File: src/rtl/dz_pkg.sv
// Shared constants for the dot-matrix count controller: count range and
// debounce FSM state encodings.
package dz_pkg;

  localparam int NUM_W = 3;
  localparam logic [NUM_W-1:0] NUM_MAX = 3'd5;

  localparam logic [1:0] IDLE = 2'd0;
  localparam logic [1:0] PCHK = 2'd1;
  localparam logic [1:0] HELD = 2'd2;
  localparam logic [1:0] RCHK = 2'd3;

  // Modulo-(NUM_MAX+1) increment; anything at or above NUM_MAX folds to zero.
  function automatic logic [NUM_W-1:0] num_incr(input logic [NUM_W-1:0] n);
    return (n >= NUM_MAX) ? '0 : n + 3'd1;
  endfunction

endpackage

File: src/rtl/dz_debounce.sv
// Key conditioner: 2-flop synchronizer, press/release debounce FSM with a
// saturating stability counter, and a single-cycle press pulse.
//
// state | meaning
// IDLE  | key released and stable
// PCHK  | key seen high, counting stable-high cycles
// HELD  | press accepted, waiting for release
// RCHK  | key seen low, counting stable-low cycles
module dz_debounce
  import dz_pkg::*;
#(
  parameter logic [19:0] DEBOUNCE_CYC = 20'd500000
) (
  input  logic clk,
  input  logic rst_n,
  input  logic key,
  output logic press
);

  localparam int CNT_W = $clog2(DEBOUNCE_CYC + 1);
  localparam logic [CNT_W-1:0] CNT_MAX = CNT_W'(DEBOUNCE_CYC);

  logic             sync_q1;
  logic             sync_q2;
  logic [1:0]       state;
  logic [CNT_W-1:0] cnt;
  logic             cnt_done;

  assign cnt_done = (cnt >= CNT_MAX);

  always_ff @(posedge clk or negedge rst_n) begin
    if (!rst_n) begin
      sync_q1 <= 1'b0;
      sync_q2 <= 1'b0;
      state   <= IDLE;
      cnt     <= '0;
      press   <= 1'b0;
    end else begin
      sync_q1 <= key;
      sync_q2 <= sync_q1;
      press   <= 1'b0;
      case (state)
        IDLE: begin
          if (sync_q2) begin
            state <= PCHK;
            cnt   <= CNT_W'(1);
          end
        end
        PCHK: begin
          if (!sync_q2) begin
            state <= IDLE;
            cnt   <= '0;
          end else if (cnt_done) begin
            state <= HELD;
            cnt   <= '0;
            press <= 1'b1;
          end else begin
            cnt <= cnt + CNT_W'(1);
          end
        end
        HELD: begin
          if (!sync_q2) begin
            state <= RCHK;
            cnt   <= CNT_W'(1);
          end
        end
        RCHK: begin
          if (sync_q2) begin
            state <= HELD;
            cnt   <= '0;
          end else if (cnt_done) begin
            state <= IDLE;
            cnt   <= '0;
          end else begin
            cnt <= cnt + CNT_W'(1);
          end
        end
        default: begin
          state <= IDLE;
          cnt   <= '0;
        end
      endcase
    end
  end

endmodule

File: src/rtl/dz_count_ctrl.sv
// Modulo-6 key counter feeding the dot-matrix display stage.
// Optional auto-count prescaler enabled by defining DZ_AUTO_COUNT_EN.
module dz_count_ctrl
  import dz_pkg::*;
#(
  parameter logic [19:0] DEBOUNCE_CYC = 20'd500000,
  parameter logic [25:0] TICK_CYC     = 26'd50000000
) (
  input  logic             clk,
  input  logic             rst_n,
  input  logic             btn_inc,
  input  logic             btn_clr,
`ifdef DZ_AUTO_COUNT_EN
  input  logic             auto_en,
`endif
  output logic [NUM_W-1:0] num,
  output logic             num_chg
);

  if (TICK_CYC < 26'd2) begin : g_bad_tick
    $error("TICK_CYC must be at least 2");
  end

  logic             inc_press;
  logic             clr_press;
  logic             tick;
  logic [NUM_W-1:0] num_next;

  dz_debounce #(.DEBOUNCE_CYC(DEBOUNCE_CYC)) u_db_inc (
    .clk   (clk),
    .rst_n (rst_n),
    .key   (btn_inc),
    .press (inc_press)
  );

  dz_debounce #(.DEBOUNCE_CYC(DEBOUNCE_CYC)) u_db_clr (
    .clk   (clk),
    .rst_n (rst_n),
    .key   (btn_clr),
    .press (clr_press)
  );

`ifdef DZ_AUTO_COUNT_EN
  localparam int PRE_W = $clog2(TICK_CYC);
  localparam logic [PRE_W-1:0] PRE_LAST = PRE_W'(TICK_CYC - 1);

  logic [PRE_W-1:0] presc;

  assign tick = auto_en && (presc == PRE_LAST);

  // A clear restarts the tick period so the next tick is a full period away.
  always_ff @(posedge clk or negedge rst_n) begin
    if (!rst_n) begin
      presc <= '0;
    end else if (!auto_en || clr_press || tick) begin
      presc <= '0;
    end else begin
      presc <= presc + PRE_W'(1);
    end
  end
`else
  assign tick = 1'b0;
`endif

  // Clear wins; increment and tick together still advance by one.
  always_comb begin
    num_next = num;
    if (clr_press) begin
      num_next = '0;
    end else if (inc_press || tick) begin
      num_next = num_incr(num);
    end
  end

  always_ff @(posedge clk or negedge rst_n) begin
    if (!rst_n) begin
      num     <= '0;
      num_chg <= 1'b0;
    end else begin
      num     <= num_next;
      num_chg <= (num_next != num);
    end
  end

endmodule

File: config.mk
export PLATFORM = sky130hd
export DESIGN_NAME = dz_count_ctrl
export DESIGN_NICKNAME = d
export VERILOG_FILES = /design/src/rtl/dz_pkg.sv /design/src/rtl/dz_debounce.sv /design/src/rtl/dz_count_ctrl.sv
export SDC_FILE = /design/constraint.sdc
export NUM_CORES = 1
export LEC_CHECK = 0
export BUFFER_PORTS_ARGS = -buffer_cell sky130_fd_sc_hd__buf_2
export CELL_PAD_IN_SITES_DETAIL_PLACEMENT = 0
export CELL_PAD_IN_SITES_GLOBAL_PLACEMENT = 1
export CORE_MARGIN = 3
export CORE_UTILIZATION = 40
export DETAILED_ROUTE_END_ITERATION = 10
export PLACE_DENSITY = 0.76
export SLEW_MARGIN = 5
export SYNTH_ARGS = -nofsm -noshare
export SYNTH_HDL_FRONTEND = slang
export SYNTH_SLANG_ARGS = --single-unit
File: constraint.sdc
create_clock -name clk -period 2 [get_ports clk]
set_input_delay 0.3 -clock clk [delete_from_list [all_inputs] [get_ports clk]]
set_output_delay 0.3 -clock clk [all_outputs]
set_load 0.01 [all_outputs]
### Word level (Yosys, flattened, before mapping)

Cells that the tools add are included.

* logic and storage cells: 74
* flip-flop bits (word level): 52
* bits in writable memories: 0
* memories: 0
* input bits: 4
* ROM bits: 0
* latch bits: 0
* output and inout port bits: 4

* muxes and demuxes: 35
* equal/unequal tests: 15
* add/sub/neg operators: 3
* magnitude comparators: 3
* bitwise operators: 0
* reduce and logical (&&, ||, !) cells: 6
* shift-type cells: 0
* div/mod/pow operators: 0
* multipliers: 0

Operator list (number)
* two-way mux 19 bit: 10
* one-hot mux 19 bit (4 select lines): 2
* adder 19 x 1 -> 19 bit, second input constant: 2
* greater-or-equal comparator 19 bit, second input constant: 2
* two-way mux 2 bit: 12
* one-hot mux 2 bit (4 select lines): 2
* two-way mux 3 bit: 3
* equality test 2 bit, second input constant: 4
* AND reduction 4 bit: 2
* two-way mux 1 bit: 6
* inequality test 3 x 1 -> 1 bit, second input constant: 2
* inequality test 3 bit, second input constant: 2
* equality test 2 x 1 -> 1 bit, second input constant: 2
* logical NOT 2 bit: 2
* inequality test 2 x 1 -> 1 bit, second input constant: 2
* inequality test 2 bit, second input constant: 2
* AND reduction 2 bit: 2
* adder 3 x 1 -> 3 bit, second input constant: 1
* greater-or-equal comparator 3 bit, second input constant: 1
* inequality test 3 bit: 1

### Depth between registers and ports, before layout

* word-level depth: 5
* gate-level depth with buffers: 6
* mapped depth without buffers: 6

### By module

From an unflattened synthesis, not the netlist that was laid out.

* cell total of the unflattened synthesis: 284
* area, all modules: 2748.9 um^2

By module, submodules not included
* dz_debounce: cells an instance 133, seq. area each 600.6 um^2, area an instance 1271.2 um^2, times used 2
* dz_count_ctrl: cells an instance 18, seq. area each 100.1 um^2, area an instance 206.4 um^2, times used 1

### Worst setup path after synthesis

No wires, ideal clock.

* path kind: reg2reg
* start point: register u_db_clr.cnt[12]
* end point: register u_db_clr.cnt[13]
* period minus slack after synthesis: 2.020 ns
* buffers on the path: 0
* stages on the path, launching flop included: 6
* setup time: 0.069 ns
* path slack: -0.020 ns
* data required time: 1.931 ns
* arrival time: 1.952 ns
* path through: dfrtp_1 -> or4_1 -> nor3_2 -> o311ai_2 -> or4_1 -> nand3_1

* longest elaborated chain between the ends: 4
* elaborated cells on any way between the ends: 6
* classes of those cells: 1 x add/sub; 1 x order compare; 4 x mux

Ends and longest elaborated chain
* from (decl): RTL line dz_debounce.sv:26 `logic [CNT_W-1:0] cnt;`
* from (signal assigned): RTL line dz_debounce.sv:58 `cnt <= cnt + CNT_W'(1);`
* from (signal assigned): RTL line dz_debounce.sv:75 `cnt <= cnt + CNT_W'(1);`
* adder 19 x 1 -> 19 bit or greater-or-equal comparator 19 bit (tied branches): RTL line dz_debounce.sv:58, dz_debounce.sv:75, dz_debounce.sv:29
* two-way mux 19 bit *: RTL line dz_debounce.sv:53, dz_debounce.sv:71
* two-way mux 19 bit (on tied branches): RTL line dz_debounce.sv:68, dz_debounce.sv:50
* one-hot mux 19 bit (4 select lines) *: RTL line dz_debounce.sv:42 `case (state)`

Mark *: on every way between the ends. The rest lies on a longest branch, timed or not.
A chain may end at the register's enable or synchronous reset.

### Worst setup path in the final report

* start point: register u_db_clr.cnt[11]
* end point: register u_db_clr.cnt[7]

* longest elaborated chain between the ends: 4
* elaborated cells on any way between the ends: 5
* classes of those cells: 1 x order compare; 4 x mux

Ends and longest elaborated chain
* greater-or-equal comparator 19 bit *: RTL line dz_debounce.sv:29 `assign cnt_done = (cnt >= CNT_MAX);`
* two-way mux 19 bit *: RTL line dz_debounce.sv:53, dz_debounce.sv:71
* two-way mux 19 bit (on tied branches): RTL line dz_debounce.sv:68, dz_debounce.sv:50
* one-hot mux 19 bit (4 select lines) *: RTL line dz_debounce.sv:42

Marked as above.

==> qor.txt <==
most frequent cell after synthesis: dfrtp_1
PD cells: 794 nW/um^2
critical path type: register to register
worst-margin pin slew: 662 ps
Fmax: 509 MHz
TritonCTS Buffers: 5
P&R area growth vs syn: 18.7%
prevailing post-synth register cell: dfrtp_1
min-delay worst type: input pin to register
register area share after synthesis: 48.7%
hold slack final: 84.7 ps
EDFF count, synth: 0
clock root buffer: clkbuf_8
Max FO, Critical Path: 7
first-pass GRT wire length: 10400 um
port buffer count: 7
total of max-cap violations: 0
Syn. warnings: 0
Sink Count: 52
Yosys top cell area share: 48.7%
Cell Rows: 29
Core Area: 6420 sq um
Die Ht: 87.7 um
Req. time, crit path: 2240 ps
outcome: complete, no violations
drc violations: 0
Setup TNS Final: 0 ps
H-tree Lvls: 2
Top Ports: 8
Synth area leader: dfrtp_1
Final Cycle Share: 98.3%
clock skew: 17.4 ps
via/cell ratio: 5.57
Area contributors post-synth: dfrtp_1 (49%), nand3_1 (6.0%), nand2_1 (4.5%), o21ai_0 (4.1%), a21o_1 (2.8%)
CP Data Arrival Time: 2200 ps
Post-synth top cells: dfrtp_1 (52), nand2_1 (32), nand3_1 (32)
FF+latch count, synth: 52
drt pass-1 iters: 4
Slew HR: 55.8%
RSZ-0062 raised after global routing: yes
total grt overflow: 0
All-Layer GR Usage: 16.9%
CP top delay family: simple AND/OR/NAND/NOR gates
final core utilization: 49.3%
clk_lat worst skew: 310 ps
Cell Chain, Critical Path: or4_4, nor3_4, o311ai_4, buf_6, or3_1, o21ai_1
dpl hpwl: 4010 um
DIE WIDTH: 87.7 um
Post-synth ARST share: 100%
gpl congestion: 0.809
DR vias: 2239
pre-CTS WS: -17.0 ps
largest net degree at the start of global routing: 36
DRT iter0 DRCs: 101
routed len/inst: 14.6 um
Synth Net Count: 297
endpoints failing setup: 0
number of global-route vias before repair: 2140
Die Area: 7690 sq um
WL final: 5880 um
critical path's slowest cell: or4_4
crit path time final: 1970 ps
number of diodes: 0
Post-Syn Area per Cell: 9.30 sq um
Max clock buf depth: 2
PnR worst setup slack: 34.8 ps
Layout Nets: 334
Netlist cell types: 44
worst vdd rail ir drop: 0.384 mV
Starting Density: 41.6%
critical path's largest stage delay: 550 ps
CTS tree: done
share of cells above drive strength 1: 17.2%
Final Hold Vio Count: 0
critical path capture point type: register
static leakage power: 0.00144 uW
Synth Cell Area: 2670 sq um
Worst setup SP type: register
Worst Path Buf+Inv: 1
antenna viol nets, final: 0
initial antenna violation count: 0
Clock transition at path regs: 110 ps
Gate Count Post-Synth: 287
Max Slew Vio Count: 0
## worst paths after layout
path / from / end / slack (ps) / depth (start not counted)
setup / recovery: u_db_clr.cnt[11] / u_db_clr.cnt[7] / 30 / 6
hold / removal: btn_clr / u_db_clr.sync_q1 / 80 / 1
setup reg to reg: u_db_clr.cnt[11] / u_db_clr.cnt[7] / 30 / 6
hold reg to reg: u_db_clr.sync_q1 / u_db_clr.sync_q2 / 370 / 0
max in group asynchronous: rst_n / u_db_clr.cnt[0] / 1010 / 3
min in group asynchronous: rst_n / num[2] / 450 / 2
## cell families (layout without fill, tap and decap cells)
logic type,count (synthesis),count (layout),share of synthesized area (%)
AND/OR/NAND/NOR,125,125,23.8
multiplexers,3,3,1.22
AO/OA/AOI/OAI,72,72,17.8
XOR/XNOR,8,8,2.62
adder cells (fa/ha/maj),6,6,2.81
flip-flops,52,52,48.7
buffers and inverters,21,59,3.05
## sequential cells by signal (all words and copies together) (netlist names), named ones only
signal / flops
num: 3
u_db_inc.press: 1
u_db_inc.cnt: 19
u_db_clr.sync_q2: 1
num_chg: 1
u_db_inc.state: 1
u_db_clr.state: 1
u_db_clr.cnt: 19
u_db_clr.press: 1
u_db_inc.sync_q2: 1
u_db_inc.sync_q1: 1
u_db_clr.sync_q1: 1
## where the power goes
| group | switching (uW) | leakage, uW | internal, uW |
|---|---|---|---|
| Clock | 382 | 0.0000487 | 256 |
| Sequential | 74.1 | 0.000704 | 1110 |
| Combinational | 408 | 0.000687 | 292 |
| Total | 864 | 0.00144 | 1650 |
## final cells by class
type	count	area [sq um]
fill	618	3250
multi-input combinational	214	1340
sequential	52	1300
timing repair buffer	37	284
tap	77	96.3
clock buffer	5	68.8
inverter	14	52.6
clock inverter	3	26.3
## metal layers
layer	part of all wire [%]	vias up	track usage, %
li1	-	1124	-
met1	51	1082	24.3
met2	45	29	25.8
met3	3.0	4	3.10
met4	0.76	0	5.02
met5	0	-	0
## through the flow
step	total power (uW)	instance area (sq um)	instances
finish	2520	3170	402
global route	2690	3170	402
CTS	2500	3120	400
detailed placement	1800	2980	390
global placement	1790	2980	390
floorplan	1560	2670	287
## cells in the final DEF, fill, tap and decap left out, types with 9 or more instances in the layout
master | synthesis | layout
a21o_1 | 10 | 10
a21oi_1 | 15 | 15
buf_4 | 0 | 24
dfrtp_1 | 52 | 52
inv_1 | 14 | 14
nand2_1 | 32 | 32
nand3_1 | 32 | 31
nor2_1 | 14 | 12
o21ai_0 | 22 | 19
or3_1 | 9 | 9
## what timing repair did
item	CTS	global route
cloned	1	0
setup buffers	0	2
pin swaps	4	7
hold buffers	1	0
endpoints found under the setup margin	4	21
resized for setup	8	9
hold endpoints to repair	17	0
Power figures use the tool's default switching activity.
